$ cat config.mk
export PLATFORM = sky130hd
export DESIGN_NAME = restoring_divider
export DESIGN_NICKNAME = d
export VERILOG_FILES = /design/src/rtl/restoring_divider.sv
export SDC_FILE = /design/constraint.sdc
export NUM_CORES = 1
export LEC_CHECK = 0
export ABC_CLOCK_PERIOD_IN_PS = 6050
export CAP_MARGIN = 30
export CORE_ASPECT_RATIO = 1.5
export CORE_UTILIZATION = 45
export CTS_CLUSTER_DIAMETER = 30
export CTS_CLUSTER_SIZE = 12
export DETAILED_ROUTE_END_ITERATION = 12
export PLACE_DENSITY_LB_ADDON = 0.3
export SLEW_MARGIN = 20
export SYNTH_ARGS = -nofsm -noshare
export SYNTH_HDL_FRONTEND = slang
export SYNTH_SLANG_ARGS = --single-unit
export TNS_END_PERCENT = 20
$ cat constraint.sdc
create_clock -name clk -period 6.05 [get_ports clk]
set_clock_uncertainty 0.2 [all_clocks]
set_input_delay 1.21 -clock clk [delete_from_list [all_inputs] [get_ports clk]]
set_output_delay 1.21 -clock clk [all_outputs]
set_load 0.03 [all_outputs]
$ cat src/rtl/restoring_divider.sv
// Multi-cycle restoring divider: one quotient bit per clock, results held with a done pulse.
// Define DIV_SIGNED_EN for two's-complement operands (adds one FIX cycle to negate results).
module restoring_divider #(
  parameter int N = 8
) (
  input  logic         clk,
  input  logic         reset_n,
  input  logic         start,
  input  logic [N-1:0] A,
  input  logic [N-1:0] B,
  output logic         busy,
  output logic         done,
  output logic [N-1:0] Quotient,
  output logic [N-1:0] Remainder,
  output logic         div_zero
);
  localparam int CW = $clog2(N + 1);

  typedef enum logic [1:0] {IDLE, CALC, FIX} state_t;

  state_t        state_q;
  logic [CW-1:0] cnt_q;
  logic [N-1:0]  r_q, q_q, b_q, a_q;
  logic          dz_q, busy_q, done_q, div_zero_q;
  logic [N-1:0]  quotient_q, remainder_q;

  logic [N:0]    r_shift;
  logic [N-1:0]  r_d, q_d, a_mag, b_mag;
`ifdef DIV_SIGNED_EN
  logic          neg_q_q, neg_r_q;
`endif

  // One trial subtraction. The kept remainder is always below B, so N bits hold it;
  // only the shifted trial value needs the extra bit.
  always_comb begin
    r_shift = {r_q, q_q[N-1]};
    // NOTE: both branches assign r_d and q_d, so this block cannot infer a latch.
    if (r_shift >= {1'b0, b_q}) begin
      r_d = r_shift[N-1:0] - b_q;
      q_d = {q_q[N-2:0], 1'b1};
    end else begin
      r_d = r_shift[N-1:0];
      q_d = {q_q[N-2:0], 1'b0};
    end
  end

`ifdef DIV_SIGNED_EN
  assign a_mag = A[N-1] ? -A : A;
  assign b_mag = B[N-1] ? -B : B;
`else
  assign a_mag = A;
  assign b_mag = B;
`endif

  always_ff @(posedge clk or negedge reset_n) begin
    if (!reset_n) begin
      state_q     <= IDLE;
      cnt_q       <= '0;
      r_q         <= '0;
      q_q         <= '0;
      b_q         <= '0;
      a_q         <= '0;
      dz_q        <= 1'b0;
      busy_q      <= 1'b0;
      done_q      <= 1'b0;
      div_zero_q  <= 1'b0;
      quotient_q  <= '0;
      remainder_q <= '0;
`ifdef DIV_SIGNED_EN
      neg_q_q     <= 1'b0;
      neg_r_q     <= 1'b0;
`endif
    end else begin
      // NOTE: state registers use non-blocking assignments so every read sees pre-edge values.
      done_q <= 1'b0;
      case (state_q)
        IDLE: begin
          if (start) begin
            busy_q     <= 1'b1;
            div_zero_q <= 1'b0;
            a_q        <= A;
            b_q        <= b_mag;
            q_q        <= a_mag;
            r_q        <= '0;
            cnt_q      <= CW'(N);
            dz_q       <= (B == '0);
`ifdef DIV_SIGNED_EN
            neg_q_q    <= A[N-1] ^ B[N-1];
            neg_r_q    <= A[N-1];
`endif
            state_q    <= CALC;
          end
        end
        CALC: begin
          if (dz_q) begin
            // Divide-by-zero spends a single cycle and returns fixed results.
            quotient_q  <= '1;
            remainder_q <= a_q;
            div_zero_q  <= 1'b1;
            done_q      <= 1'b1;
            busy_q      <= 1'b0;
            state_q     <= IDLE;
          end else begin
            r_q   <= r_d;
            q_q   <= q_d;
            cnt_q <= cnt_q - CW'(1);
            if (cnt_q == CW'(1)) begin
`ifdef DIV_SIGNED_EN
              state_q     <= FIX;
`else
              quotient_q  <= q_d;
              remainder_q <= r_d;
              done_q      <= 1'b1;
              busy_q      <= 1'b0;
              state_q     <= IDLE;
`endif
            end
          end
        end
`ifdef DIV_SIGNED_EN
        FIX: begin
          // Quotient truncates toward zero; remainder follows the dividend's sign.
          quotient_q  <= neg_q_q ? -q_q : q_q;
          remainder_q <= neg_r_q ? -r_q : r_q;
          done_q      <= 1'b1;
          busy_q      <= 1'b0;
          state_q     <= IDLE;
        end
`endif
        default: state_q <= IDLE;
      endcase
    end
  end

  assign busy      = busy_q;
  assign done      = done_q;
  assign Quotient  = quotient_q;
  assign Remainder = remainder_q;
  assign div_zero  = div_zero_q;

endmodule
### Word-level counts from Yosys, hierarchy flattened

Index checks and enable logic that the tools add are counted.

* register bits after elaboration: 58
* input bits: 19
* output and inout port bits: 19
* logic and storage cells: 60

* $add $sub $neg: 2
* order comparisons: 1
* equal/unequal tests: 6
* mux-type cells: 29
* reductions and logical operators: 10

Operators by type and width (count)
* 8-bit two-way mux: 9
* 8-bit one-hot mux with 2 select lines: 2
* 9-bit by 8-bit >= comparator with 1-bit output: 1
* 1-bit two-way mux: 9
* 3-bit AND reduction: 3
* 8-bit logical NOT: 1
* 4-bit two-way mux: 2
* 4-bit one-hot mux with 2 select lines: 1
* 8-bit subtractor: 1
* 2-bit two-way mux: 3
* 2-bit != test, second input constant: 3
* 2-bit AND reduction: 3
* 4-bit by 1-bit == test with 1-bit output, second input constant: 1
* 1-bit one-hot mux with 2 select lines: 2
* 2-bit one-hot mux with 2 select lines: 1
* 2-bit nonzero test: 2
* 4-bit by 1-bit subtractor with 4-bit output, second input constant: 1
* 3-bit != test, second input constant: 1
* 2-bit by 1-bit == test with 1-bit output, second input constant: 1
* 2-bit logical NOT: 1

### Logic depth before layout (Yosys ltp)

* word-level depth: 4
* depth in mapped cells: 10
* mapped depth without buffers: 10

### Worst setup path after synthesis

Ideal clock, no wire load.

* path kind: input -> register
* from: input start
* to: register a_q[6]
* library setup time: 0.125 ns
* arrival: 2.039 ns
* required time: 5.725 ns
* setup slack: 3.686 ns
* stages on the path: 4
* buffers on the path: 2
* path through: nor2b_1 buf_2 buf_2 mux2_2

* cells in the longest elaborated chain, start to end: 1

Ends and longest elaborated chain
* from (decl): RTL line 8 `input logic start,`
* 2-bit AND reduction (no source line)
* to (signal assigned): RTL line 62 `a_q <= '0;`
* to (signal assigned): RTL line 81 `a_q <= A;`
* to (decl): RTL line 23 `logic [N-1:0] r_q, q_q, b_q, a_q;`

No other way between the ends.
A chain may end at the register's enable or synchronous reset.

### Worst setup path after layout

* from: register busy_q (netlist: busy)
* to: output busy

RTL lines
* from (decl): RTL line 24 `logic dz_q, busy_q, done_q, div_zero_q;`
* from (signal assigned): RTL line 64 `busy_q <= 1'b0;`
* from (signal assigned): RTL line 79 `busy_q <= 1'b1;`
* from (signal assigned): RTL line 101 `busy_q <= 1'b0;`
* to (decl): RTL line 11 `output logic busy,`

No word-level cell between the ends.

==> reports/qor.txt <==
Register area share after synthesis - 50.9%
Antenna violations before repair - 0
Top Usage Layer GRT - met2
Area Overhead vs Synth - 18.1%
Min-Delay Path Class - reg -> reg
Grt met1 use - 24.6%
Critical path's slowest cell - dfrtp_1
Drt first-iter violations - 114
Place WS - 2600 ps
FP Rows - 34
Worst setup SP type - flop
RSZ-0062 raised after global routing - no
Pint - 0.00116 W
Fraction of registers with async set/reset - 100%
Drc violations - 0
Total grt overflow - 0
Clock power share - 9.5%
Netlist cell types - 38
Drt pass-1 iters - 4
Comb pwr share - 56.2%
Area of the multi-input gates - 0.00124 mm2
DRT Wirelength - 5.86 mm
Flops & latches, synth - 56
Setup tns final - 0 ps
Final hold violations - 0
Most used DFF post-synth - dfrtp_1
Final worst path period need - 3330 ps
Post-CTS Resized - 0
Cell Area, Synth - 0.00276 mm2
Worst setup EP type - output pin
MaxCap Viol Count - 0
Required time of the worst setup path - 4640 ps
Avg Cell Area, Syn - 10.4 um2
Setup bufs post-CTS - 0
Worst R2R Setup Slack - 3310 ps
Max frequency - 300 MHz
Register Area - 0.00140 mm2
GR Util met2 - 33.0%
Number of global-route vias before repair - 2005
Max-slew headroom - 46.0%
PortBufs - 37
VDD IR max - 0.301 mV
Number of diodes - 0
First-pass GRT wire length - 9.75 mm
Met3 Resource Use GR - 2.57%
GRT Overall Usage - 19.6%
Number of flops mapped to enable cells by yosys - 0
Routed wire length per instance - 15.8 um
Worst Path Arrival - 1920 ps
Status - finished, final reports clean
Sw Share - 43.9%
Yosys warning count - 0
Pins Over Slew Limit - 0
Power Density - 635 mW/mm2
Largest net degree at the start of global routing - 57
Gp weighted congestion - 0.850
Crit Path Class - reg -> out
Tightest Pin Transition - 810 ps
Endpoints failing setup - 0
Cell Chain, Critical Path - clkdlybuf4s50_1
CTS Buffer Depth - 2
Die area - 0.00645 mm2
H-tree depth - 2
Core area - 0.00587 mm2
TritonCTS Buffers - 5
Mapped Nets - 295
Later-pin clock latency in the skew report - 300 ps
Initial core utilization - 46.9%
Fin crit share - 55.0%
Vias per cell - 5.47
Die extent in x - 65.9 um
Die Y - 97.8 um
Cts-stage hold buffer count - 0
Clk slew on worst S/H paths - 90 ps
CP Buf/Inv Count - 1
Final worst slack - 2720 ps
Fillers - 538
Remaining antenna violation count - 0
Lkg Pwr - 1.34 nW
# nets final - 329
Share of cells above drive strength 1 - 7.33%
Register share of total power - 34.3%
Ports - 38
Max incr delay on CP - 820 ps
Switch Pwr - 0.000908 W
Gate count of the mapped netlist - 265
Most frequent cells in the layout - dfrtp_1 (56), clkdlybuf4s50_1 (36), o21ai_0 (24), nand2_1 (22), a21oi_1 (20)
Total number of vias - 2035
CP delay by family, top - flip-flops
Most common cell after layout, fill and taps aside - dfrtp_1
CTS tree - yes
Clock Sinks - 56
CP Max Fanout - 24
Root Driver - clkbuf_8
Final HPWL DP - 4.28 mm
-- path summary, 6_finish.rpt --
kind / startpoint / cells past startpoint / endpoint
max in group asynchronous: reset_n / 2 / b_q[2]$_DFFE_PN0P_
hold / removal: r_q[7]$_DFFE_PN0P_ / 2 / r_q[7]$_DFFE_PN0P_
setup reg to reg: b_q[3]$_DFFE_PN0P_ / 8 / Remainder[4]$_DFFE_PN0P_
setup / recovery: busy$_DFFE_PN0P_ / 1 / busy
hold reg to reg: r_q[7]$_DFFE_PN0P_ / 2 / r_q[7]$_DFFE_PN0P_
min in group asynchronous: reset_n / 2 / Quotient[4]$_DFFE_PN0P_
-- power groups by stage --
stage          clock (W)  sequential [W]  combinational [W]
2_1_floorplan          0        0.000776           0.000771
3_3_place_gp           0        0.000711            0.00114
3_5_place_dp           0        0.000715            0.00116
4_1_cts         0.000203        0.000709            0.00117
5_1_grt         0.000213        0.000734            0.00128
6_report        0.000197        0.000709            0.00116
-- per-stage QoR --
step / area (um2) / power [W] / hold slack, ps / util, % / instances
floorplan: 2760 / 0.00155 / 250 / - / 265
global placement: 3170 / 0.00185 / 270 / 54.0 / 364
finish: 3250 / 0.00207 / 299 / 55.4 / 372
detailed placement: 3170 / 0.00188 / 280 / 54.0 / 364
CTS: 3250 / 0.00208 / 302 / 55.4 / 372
global route: 3250 / 0.00223 / 335 / 55.4 / 372
-- metal layers --
metal	up-vias	routed length, um
met1	985	2500
met5	-	0
met3	10	151
li1	999	-
met2	41	3060
met4	0	142
-- cell usage after synthesis (3+ instances only) --
library cell / n / area, um2
a211oi_1: 8 / 60.1
a21oi_1: 20 / 100
buf_2: 4 / 20.0
clkbuf_1: 7 / 26.3
dfrtp_1: 56 / 1400
ha_1: 10 / 125
inv_1: 15 / 56.3
mux2_2: 9 / 101
mux2i_1: 15 / 150
nand2_1: 22 / 82.6
nor2_1: 16 / 60.1
nor2b_1: 9 / 56.3
nor4_1: 4 / 25.0
o21ai_0: 24 / 120
o22a_1: 7 / 61.3
o22ai_1: 6 / 37.5
xnor2_1: 3 / 26.3
xor2_1: 4 / 35.0
-- state kept, by name, summed over array words and instances, names as in the netlist --
name	count
r_q	8
div_zero	1
a_q	8
b_q	8
q_q	8
cnt_q	4
dz_q	1
busy	1
done	1
Quotient	8
Remainder	8
-- cell type report --
type	instances	area share, %
tap	72	2.77
clock inverter	1	0.269
sequential	56	43.1
timing repair buffer	39	11.7
clock buffer	7	2.35
multi-input combinational	181	38.0
inverter	16	1.85
-- cells by family after synthesis --
kind of cell / synth area share, %
xor+xnor: 2.23
mux: 9.67
simple gates: 10.2
compound gates: 17.5
flops: 50.9
buf+inv: 4.27
fa+ha+maj: 5.27
(Power assumes the default switching activity.)
